$ cat src/rtl/video_pattern_sequencer.sv
// Test-pattern scheduler: counts frames, auto-advances the pattern every HOLD_FRAMES
// frames and applies manual requests, with every change landing on a frame boundary.
module video_pattern_sequencer #(
    parameter int NUM_PATTERNS = 8,
    parameter int PATW         = 3,
    parameter int HOLD_FRAMES  = 120,
    parameter int FCW          = 16
) (
    input  logic            video_clk_pix,
    input  logic            video_rst,
    input  logic            frame_start,
    input  logic            auto_en,
    input  logic            req_valid,
    input  logic [PATW-1:0] req_pattern,
    output logic            req_ready,
    output logic [PATW-1:0] pattern_sel,
    output logic            pattern_change,
    output logic [FCW-1:0]  frame_count,
    output logic            busy
);

    localparam int              HCW       = (HOLD_FRAMES > 1) ? $clog2(HOLD_FRAMES) : 1;
    localparam logic [HCW-1:0]  HOLD_LAST = HCW'(HOLD_FRAMES - 1);
    localparam logic [PATW-1:0] LAST_PAT  = PATW'(NUM_PATTERNS - 1);

    typedef enum logic [1:0] {
        WAIT_SYNC,
        RUN,
        PEND
    } state_t;

    state_t          r_state;
    state_t          w_next_state;
    logic [PATW-1:0] r_pattern_sel;
    logic [PATW-1:0] w_next_sel;
    logic [PATW-1:0] r_pend;
    logic [PATW-1:0] w_next_pend;
    logic [HCW-1:0]  r_hold_cnt;
    logic [HCW-1:0]  w_next_hold;
    logic            w_change;
    logic            r_pattern_change;
    logic            r_req_ready;
    logic            r_busy;
    logic [FCW-1:0]  r_frame_count;

    // NOTE: every signal gets a default before the case so no path can infer a latch.
    always_comb begin
        w_next_state = r_state;
        w_next_sel   = r_pattern_sel;
        w_next_pend  = r_pend;
        w_next_hold  = r_hold_cnt;
        w_change     = 1'b0;
        unique case (r_state)
            WAIT_SYNC: begin
                if (frame_start) begin
                    w_next_state = RUN;
                    w_next_hold  = '0;
                end
            end
            RUN: begin
                // Auto rule is judged on this frame even if a request is accepted now.
                if (frame_start) begin
                    if (!auto_en) begin
                        w_next_hold = '0;
                    end else if (r_hold_cnt == HOLD_LAST) begin
                        w_next_sel  = (r_pattern_sel == LAST_PAT) ? '0 : r_pattern_sel + PATW'(1);
                        w_change    = 1'b1;
                        w_next_hold = '0;
                    end else begin
                        w_next_hold = r_hold_cnt + HCW'(1);
                    end
                end
                if (req_valid && r_req_ready) begin
                    w_next_pend  = (req_pattern > LAST_PAT) ? LAST_PAT : req_pattern;
                    w_next_state = PEND;
                end
            end
            PEND: begin
                if (frame_start) begin
                    w_next_sel   = r_pend;
                    w_change     = 1'b1;
                    w_next_hold  = '0;
                    w_next_state = RUN;
                end
            end
            default: w_next_state = WAIT_SYNC;
        endcase
    end

    // NOTE: sequential state uses non-blocking assignments only, so all registers update together.
    always_ff @(posedge video_clk_pix) begin
        if (video_rst) begin
            r_state          <= WAIT_SYNC;
            r_pattern_sel    <= '0;
            r_pattern_change <= 1'b0;
            r_pend           <= '0;
            r_hold_cnt       <= '0;
            r_req_ready      <= 1'b0;
            r_busy           <= 1'b1;
            r_frame_count    <= '0;
        end else begin
            r_state          <= w_next_state;
            r_pattern_sel    <= w_next_sel;
            r_pattern_change <= w_change;
            r_pend           <= w_next_pend;
            r_hold_cnt       <= w_next_hold;
            r_req_ready      <= (w_next_state == RUN);
            r_busy           <= (w_next_state != RUN);
            if (frame_start) begin
                r_frame_count <= r_frame_count + FCW'(1);
            end
        end
    end

    assign req_ready      = r_req_ready;
    assign pattern_sel    = r_pattern_sel;
    assign pattern_change = r_pattern_change;
    assign frame_count    = r_frame_count;
    assign busy           = r_busy;

endmodule
$ cat config.mk
export PLATFORM = sky130hd
export DESIGN_NAME = video_pattern_sequencer
export DESIGN_NICKNAME = d
export VERILOG_FILES = /design/src/rtl/video_pattern_sequencer.sv
export SDC_FILE = /design/constraint.sdc
export NUM_CORES = 1
export LEC_CHECK = 0
export CORE_MARGIN = 2
export CORE_UTILIZATION = 55
export DETAILED_ROUTE_END_ITERATION = 8
export DONT_BUFFER_PORTS = 1
export GPL_TIMING_DRIVEN = 1
export PLACE_DENSITY = 0.73
export SLEW_MARGIN = 30
export SYNTH_ARGS = -nofsm -noshare
export SYNTH_HDL_FRONTEND = slang
export SYNTH_SLANG_ARGS = --single-unit
$ cat constraint.sdc
create_clock -name video_clk_pix -period 1.95 [get_ports video_clk_pix]
set_input_delay 0.4875 -clock video_clk_pix [delete_from_list [all_inputs] [get_ports video_clk_pix]]
set_output_delay 0.4875 -clock video_clk_pix [all_outputs]
set_load 0.02 [all_outputs]
==> run_results.csv, run 1 <==
group,metric,value,unit
sta,finClkSkew,7.601,ps
finish,multi_input_area,910.9,µm²
finish,diodes,0,
worst_hold_path,min_path_type,"in2reg",
yosys,seq_area_frac_synth,0.4169,
power,p_leak,0.7143,nW
critical_path,critPathArrivalTime,2110,ps
finish,layout_commonest_cell,"dfxtp_1",
die,start_util,0.5870,
route,wl_per_cell,15.63,µm
critical_path,max_stage_delay,630,ps
flow_run,cap_violations,0,
power,p_per_area,650.2,nW/µm²
finish,final_cell_mix,"dfxtp_1, nor2_1, buf_4",
route,ant_nets,0,
yosys,synth_top_flop_cell,"dfxtp_1",
route,viasPerCell,6.135,
clock_tree,clk_latency,330,ps
critical_path,endpoint,"r_hold_cnt[5]",
clock_tree,cts_made_buffers,5,
power,power_frac_clock,0.312,
die,rows,19,
sta,tightest_slew,498.0,ps
sta,finalSetupViolations,0,
clock_tree,cts_tree,"built",
yosys,yosysWarnings,0,
critical_path,startpoint,"r_state[0]",
clock_tree,cts_htree_levels,2,
route,vias,1405,
global_routing,grt_usage,0.2192,
die,die_area,3421,µm²
critical_path,r2r_slack,70,ps
finish,nets,214,
finish,seq_area,685.7,µm²
critical_path,worst_setup_path_end_kind,"register",
placed_design,hpwl,2521,µm
route,drc_errors,0,
global_routing,grt_pass1_wl,5851,µm
critical_path,cp-start-kind,"register",
sta,period_share,0.9638,
critical_path,critPathBufInv,1,
power,switching_share,0.2564,
critical_path,crit_fanout,5,
finish,fin_util,0.6568,
global_routing,grt_max_degree,33,
sta,fin_setup_tns,0,ps
sta,fin_crit,1879,ps
route,drt-total-wl,3579,µm
outcome,status,"complete, no violations",
critical_path,cp.required,2180,ps
critical_path,crit_chain,"inv_1, ha_1, or3b_4, or4b_2, o311ai_0",
yosys,synthCells,182,
critical_path,r2r-end,"r_hold_cnt[5]",
yosys,ys_types,44,
placed_design,numPortBuffers,0,
die,coreArea,2781,µm²
placed_design,gp_congestion,0.8249,
global_routing,grt_pass1_vias,1358,
power,total_power,0.001188,W
critical_path,r2r_start,"r_state[0]",
clock_tree,clock-sinks,34,
yosys,synth.avg_cell_area,8.972,µm²
yosys,synth-async-reset-ratio,0,
power,combPwrFrac,0.080,
critical_path,crit_type,"reg2reg",
die,die_w,58.49,µm
clock_tree,cts_root_buffer,"clkbuf_4",
power,p_int,0.0008832,W
yosys,syn_nets,198,
sta,hold_violations,0,
sta,relSlewSlack,0.6680,
yosys,synth-edff-count,0,
clock_tree,clockBufferDepth,2,
route,dr.pass1.iters,4,
finish,area_growth,11.88,%
clock_tree,clk_pin_slew,100,ps
global_routing,grt_antenna_before_repair,0,
yosys,synth_area,1633,µm²
sta,fmax,0.5321,GHz
critical_path,critPathTopFamily,"simple AND/OR/NAND/NOR gates",
die,ioPinCount,30,
global_routing,grt-ovfl-total,0,
die,die_height,58.49,µm
route,drt_iter0_drc,60,
finish,fillers,235,
finish,drive_gt1_frac,0.1768,
critical_path,r2r_cells,5,
power,p_switching,0.0003045,W
power,seq_power_share,0.608,
yosys,synth-seq-cells,34,
critical_path,slowest_stage,"or4b_2",
sta,finalMaxSlewViolations,0,
power,ir_worst_vdd,0.0005570,V
critical_path,path_depth,5,
-- metal layers --
metal	share of wire	track usage	vias to the layer above
met5	0	0	-
met4	0.010	0.1030	0
met3	0.059	0.06813	5
met2	0.50	0.3499	51
met1	0.43	0.2690	663
li1	-	-	686
-- state kept, by name (all words and copies together) (netlist names) --
register / flops
pattern_change: 1
pattern_sel: 3
r_pend: 3
busy: 1
frame_count: 16
req_ready: 1
r_state: 2
r_hold_cnt: 7
-- worst reg2reg max path, cell delays in order, from the launching register on --
cell      delay, ps
dfxtp_4         360
inv_1            60
ha_1            210
or3b_4          430
or4b_2          630
o311ai_0        100
-- cell type report --
class / count / share of cell area
Timing Repair Buffer: 15 / 0.06164
Clock buffer: 6 / 0.02260
Inverter: 8 / 0.01644
Multi-Input combinational cell: 134 / 0.4986
Clock inverter: 1 / 0.004110
Sequential cell: 34 / 0.3753
Tap cell: 31 / 0.02123
-- Yosys cell counts (5+ instances only) --
library cell,n,area (µm²)
a21oi_1,12,60.06
clkbuf_1,5,18.77
dfxtp_1,34,680.7
ha_1,8,100.1
inv_1,8,30.03
mux2i_1,6,60.06
nand2_1,12,45.04
nand4_1,7,43.79
nor2_1,22,82.58
nor3_1,7,35.03
o21ai_0,6,30.03
xor2_1,8,70.07
-- logic make-up (layout without fill, tap and decap cells) --
group | Yosys count | after routing | share of synthesized area
compound gates | 36 | 36 | 0.1456
xor+xnor | 11 | 11 | 0.05901
fa+ha+maj | 8 | 8 | 0.06131
buf+inv | 14 | 30 | 0.03295
flops | 34 | 34 | 0.4169
mux | 7 | 7 | 0.04368
simple gates | 72 | 72 | 0.2406
-- power groups by stage --
stage	sequential [W]	clock, W	combinational, W
after floorplan	0.000747	0	0.0000649
after global placement	0.000739	0	0.0000798
after detailed placement	0.000740	0	0.0000845
after CTS	0.000724	0.000377	0.0000851
after global routing	0.000724	0.000406	0.000104
final	0.000722	0.000371	0.0000948
-- metrics by stage --
stage | instances | setup slack (ps) | hold slack, ps | instance area (µm²)
floorplan | 182 | 23.94 | 457.7 | 1634
global placement | 220 | 115.5 | 471.3 | 1747
detailed placement | 220 | 14.99 | 478.5 | 1747
CTS | 227 | 7.998 | 205.3 | 1797
global route | 229 | -23.77 | 187.3 | 1827
finish | 229 | 70.62 | 215.4 | 1827
-- worst min path at each step --
stage	from	slack (ps)	endpoint	depth (start not counted)
2_1_floorplan	r_hold_cnt[1]	460	r_hold_cnt[1]	2
3_3_place_gp	r_hold_cnt[1]	470	r_hold_cnt[1]	2
3_5_place_dp	r_hold_cnt[1]	480	r_hold_cnt[1]	2
4_1_cts	video_rst	210	r_hold_cnt[0]	1
5_1_grt	video_rst	190	r_hold_cnt[1]	1
6_report	video_rst	220	r_hold_cnt[2]	1
-- what timing repair did --
action | in CTS | in global routing
endpoints found under the hold margin | 0 | 0
setup endpoints to repair | 1 | 3
resized for setup | 1 | 4
hold buffers | 0 | 0
setup buffers | 0 | 2
Power figures use the tool's default switching activity.
==> inputs of run 2 (changes only) <==
PLACE_DENSITY = 0.74   (was 0.73)
==> run 2 against run 1 <==
  * Clock power rose by 14%
  * Register-to-register slack barely moved
  * Clock skew shrank 0.72 ps
  * Flip-flop and latch count unchanged
  * Critical path depth rose by 1
  * Critical path type unchanged
  * Largest power group unchanged
  * Highest routed layer unchanged
==> run_results.csv, run 2 (synthesis results as in run 1) <==
group,metric,value,unit
global_routing,grt-ovfl-total,0,
power,seq_power_share,0.583,
sta,period_share,0.9625,
critical_path,slowest_stage,"or3b_4",
clock_tree,cts_made_buffers,5,
worst_hold_path,min_to,"r_state[1]",
finish,fillers,216,
clock_tree,cts_htree_levels,2,
worst_hold_path,min-delay-start,"video_rst",
critical_path,cp-start-kind,"register",
critical_path,max_stage_delay,420,ps
die,die_area,3421,µm²
placed_design,dp_cells,220,
die,start_util,0.5870,
power,switching_share,0.2566,
power,p_per_area,669.9,nW/µm²
sta,tightest_slew,399.8,ps
sta,fmax,0.5328,GHz
critical_path,critPathBufInv,1,
route,wl_per_cell,15.48,µm
power,combPwrFrac,0.076,
clock_tree,cts_tree,"built",
route,drc_errors,0,
finish,fin_area,1854,µm²
route,ant_nets,0,
critical_path,crit_chain,"inv_1, ha_2, or3b_4, o21ba_4, or3b_4, a21oi_2",
outcome,status,"complete, no violations",
critical_path,r2r_cells,6,
clock_tree,cts_hold_buf,0,
sta,holdWs,218.6,ps
route,drt-total-wl,3560,µm
sta,relSlewSlack,0.7331,
critical_path,worst_setup_path_end_kind,"register",
global_routing,grt_usage,0.2150,
critical_path,critPathArrivalTime,2140,ps
sta,hold_violations,0,
placed_design,hpwl,2461,µm
critical_path,r2r_slack,70,ps
clock_tree,cts_root_buffer,"clkbuf_4",
worst_hold_path,min_path_type,"in2reg",
sta,fin_crit,1877,ps
finish,layout_commonest_cell,"dfxtp_1",
finish,final_cell_mix,"dfxtp_1, nor2_1, buf_4",
sta,finalMaxSlewViolations,0,
finish,instances_no_fill,230,
die,coreArea,2781,µm²
power,p_leak,0.7283,nW
route,viasPerCell,6.004,
finish,multi_input_area,923.4,µm²
route,drt_iter0_drc,58,
sta,finalSetupViolations,0,
clock_tree,clk_latency,330,ps
finish,nets,214,
die,die_w,58.49,µm
route,dr.pass1.iters,4,
power,power_frac_clock,0.341,
critical_path,cp.required,2220,ps
die,ioPinCount,30,
critical_path,crit_fanout,5,
global_routing,grt_pass1_wl,5754,µm
route,vias,1381,
die,rows,19,
power,p_int,0.0009233,W
flow_run,cap_violations,0,
finish,diodes,0,
global_routing,grt_max_degree,33,
clock_tree,clk_pin_slew,110,ps
critical_path,critPathTopFamily,"simple AND/OR/NAND/NOR gates",
sta,finClkSkew,6.884,ps
placed_design,place_area,1747,µm²
placed_design,numPortBuffers,0,
critical_path,r2r_start,"r_state[1]",
clock_tree,clock-sinks,34,
finish,largest_register_ffs,16,
critical_path,r2r-end,"r_hold_cnt[0]",
sta,rsz0062_at_grt,"yes",
global_routing,grt_antenna_before_repair,0,
power,p_switching,0.0003188,W
die,die_height,58.49,µm
power,ir_worst_vdd,0.0006703,V
worst_hold_path,hold_depth,1,
global_routing,grt_pass1_vias,1341,
finish,drive_gt1_frac,0.2010,
critical_path,crit_type,"reg2reg",
finish,seq_area,685.7,µm²
critical_path,cpMostUsedCell,"or3b_4",
finish,area_growth,13.56,%
placed_design,gp_congestion,0.7960,
clock_tree,clockBufferDepth,2,
run 2: changes by cell type in the layout (fill, tap and decap cells not counted), sizes merged:
cell and delta:
clkinv +1
run 2: timing repair:
item / 4_1_cts / 5_1_grt
gates resized for setup: 2 / 7
setup buffers: 0 / 2
pin swaps: 0 / 1
setup endpoints to repair: 1 / 4
run 2: how the worst max path moves through the flow:
stage / from / to / slack (ps) / cells past startpoint
2_1_floorplan: r_state[0] / r_hold_cnt[5] / 20 / 6
3_3_place_gp: r_state[1] / r_hold_cnt[5] / 110 / 5
3_5_place_dp: r_state[1] / r_hold_cnt[0] / -3 / 6
4_1_cts: r_state[0] / r_hold_cnt[0] / 2 / 6
5_1_grt: r_state[1] / r_hold_cnt[5] / -20 / 6
6_report: r_state[1] / r_hold_cnt[0] / 70 / 6
run 2: final cells by class:
cell class / count / share of cell area
flip-flops and latches: 34 / 0.3698
clock buffers: 6 / 0.02767
clock inverters: 2 / 0.006748
well taps: 31 / 0.02092
multi-input cells: 134 / 0.4980
inverters: 8 / 0.01619
repair buffers: 15 / 0.06073
run 2: power by group through the flow:
stage / registers, W / logic, W / clock network (W)
finish: 0.000724 / 0.0000943 / 0.000424
CTS: 0.000724 / 0.0000860 / 0.000426
floorplan: 0.000747 / 0.0000649 / 0
detailed placement: 0.000740 / 0.0000855 / 0
global route: 0.000726 / 0.000106 / 0.000462
global placement: 0.000739 / 0.0000796 / 0
run 2: per-layer routing:
metal | track usage | share of wire | wire [µm] | up-vias
met1 | 0.2691 | 0.44 | 1575 | 642
li1 | - | - | - | 692
met5 | 0 | 0 | 0 | -
met3 | 0.07253 | 0.049 | 173 | 11
met2 | 0.3355 | 0.48 | 1723 | 36
met4 | 0.09635 | 0.025 | 88 | 0
run 2: worst reg2reg max path, stage by stage, from the launching register on:
cell and delay [ps]:
dfxtp_2 370, inv_1 80, ha_2 200, or3b_4 420, o21ba_4 240, or3b_4 380, a21oi_2 120
run 2: per-stage QoR:
step                setup WS (ps)  total power, W  utilization  TNS (ps)
finish                      73.18        0.001242       0.6667         0
CTS                         1.929        0.001236       0.6523         0
floorplan                   23.94       0.0008114            -         0
global placement            113.8       0.0008190       0.6280         0
detailed placement         -3.054       0.0008259       0.6280    -3.054
global route               -15.45        0.001294       0.6667    -15.45
==> inputs of run 3 (changes only) <==
CORE_ASPECT_RATIO = 1.2   (was not set)
==> run 3 against run 2 <==
  * Sequential power barely moved
  * Largest power group unchanged
  * Clock skew rose by 1.5 ps
  * Core utilization barely moved
  * Non-clock buffer count rose by 1
  * Clock-buffer cell count rose by 2
==> run_results.csv, run 3 (synthesis results as in run 1) <==
group,metric,value,unit
outcome,status,"complete, no violations",
global_routing,grt_pass1_wl,5871,µm
finish,nets,215,
finish,diodes,0,
global_routing,grt_usage,0.2266,
critical_path,r2r_cells,5,
power,ir_worst_vdd,0.0007646,V
finish,area_growth,14.87,%
critical_path,crit_type,"reg2reg",
critical_path,r2r-end,"r_hold_cnt[5]",
placed_design,numPortBuffers,0,
route,wl_per_cell,14.48,µm
clock_tree,cts_htree_levels,2,
power,p_per_area,688.1,nW/µm²
sta,relSlewSlack,0.7116,
clock_tree,clockBufferDepth,2,
critical_path,worst_setup_path_end_kind,"register",
critical_path,critPathArrivalTime,2130,ps
finish,fillers,228,
worst_hold_path,min_to,"r_hold_cnt[2]",
route,drc_errors,0,
finish,final_cell_mix,"dfxtp_1, nor2_1, buf_4",
sta,period_share,0.9742,
die,rows,21,
flow_run,cap_violations,0,
clock_tree,clk_pin_slew,100,ps
sta,hold_violations,0,
critical_path,cp-start-kind,"register",
sta,tightest_slew,430.1,ps
critical_path,crit_fanout,5,
die,coreArea,2811,µm²
critical_path,r2r_start,"r_state[0]",
critical_path,cp.required,2180,ps
clock_tree,cts_root_buffer,"clkbuf_4",
global_routing,grt_pass1_vias,1346,
die,start_util,0.5808,
global_routing,grt_antenna_before_repair,0,
die,die_area,3422,µm²
placed_design,gp_congestion,0.8333,
route,vias,1410,
finish,fin_area,1876,µm²
route,drt-total-wl,3389,µm
critical_path,slowest_stage,"or4b_2",
finish,largest_register_ffs,16,
clock_tree,cts_hold_buf,0,
finish,fin_util,0.6671,
worst_hold_path,min-delay-start,"video_rst",
critical_path,critPathTopFamily,"simple AND/OR/NAND/NOR gates",
power,switching_share,0.2272,
critical_path,crit_chain,"inv_1, ha_1, or3b_4, or4b_2, o311ai_2",
power,p_leak,0.7435,nW
die,ioPinCount,30,
clock_tree,clk_latency,330,ps
power,p_int,0.0009974,W
sta,fin_crit,1900,ps
critical_path,max_stage_delay,630,ps
power,power_frac_clock,0.365,
worst_hold_path,hold_depth,1,
worst_hold_path,min_path_type,"in2reg",
finish,layout_commonest_cell,"dfxtp_1",
power,combPwrFrac,0.075,
clock_tree,clock-sinks,34,
finish,drive_gt1_frac,0.1950,
route,viasPerCell,6.026,
sta,finalMaxSlewViolations,0,
power,p_switching,0.0002931,W
critical_path,r2r_slack,50,ps
placed_design,hpwl,2408,µm
global_routing,grt_max_degree,33,
clock_tree,cts_tree,"built",
die,die_w,53.74,µm
sta,fmax,0.5264,GHz
power,seq_power_share,0.560,
route,drt_iter0_drc,34,
route,ant_nets,0,
route,dr.pass1.iters,4,
global_routing,grt-ovfl-total,0,
clock_tree,cts_made_buffers,5,
sta,finClkSkew,8.367,ps
critical_path,critPathBufInv,1,
die,die_height,63.69,µm
placed_design,place_area,1765,µm²
sta,finalSetupViolations,0,
==> run 3: routing by layer <==
| layer | part of all wire | global-route usage |
|---|---|---|
| met4 | 0.016 | 0.08013 |
| met2 | 0.48 | 0.3430 |
| met1 | 0.44 | 0.3000 |
| met3 | 0.058 | 0.06635 |
| met5 | 0 | 0 |
==> run 3: cell type report <==
type,instances,area (µm²),area share
well taps,34,42.54,0.02268
multi-input cells,134,918.4,0.4897
inverters,8,30.03,0.01601
clock buffers,8,78.83,0.04203
flip-flops and latches,34,685.7,0.3656
repair buffers,16,120.1,0.06404
==> run 3: power by group through the flow <==
| stage | combinational (W) | clock [W] | sequential, W |
|---|---|---|---|
| after global routing | 0.000107 | 0.000515 | 0.000725 |
| after global placement | 0.0000841 | 0 | 0.000739 |
| final | 0.0000962 | 0.000471 | 0.000723 |
| after CTS | 0.0000887 | 0.000486 | 0.000724 |
| after floorplan | 0.0000649 | 0 | 0.000747 |
| after detailed placement | 0.0000874 | 0 | 0.000740 |
==> run 3: how the worst max path moves through the flow <==
| stage | from | to | slack (ps) | cells past startpoint |
|---|---|---|---|---|
| 6_report | r_state[0] | r_hold_cnt[5] | 50 | 5 |
| 3_5_place_dp | r_state[1] | r_hold_cnt[5] | -7 | 6 |
| 4_1_cts | r_state[1] | r_hold_cnt[5] | 10 | 5 |
| 3_3_place_gp | r_state[1] | r_hold_cnt[0] | 110 | 6 |
| 5_1_grt | r_state[0] | r_hold_cnt[0] | -5 | 6 |
| 2_1_floorplan | r_state[0] | r_hold_cnt[5] | 20 | 6 |
==> run 3: per-stage QoR <==
step                total power (W)  instances  hold slack, ps  setup TNS, ps  setup WS [ps]
global route               0.001347        234           184.7         -7.411         -4.798
detailed placement        0.0008276        225           494.8         -6.619         -6.619
floorplan                 0.0008114        182           457.7              0          23.94
finish                     0.001291        234           217.0              0          50.30
CTS                        0.001299        233           201.7              0          11.69
global placement          0.0008235        225           470.2              0          113.8
==> run 3: timing repair <==
item / in CTS / in global routing
resized for setup: 1 / 6
buffers inserted: 0 / 1
setup endpoints to repair: 1 / 2
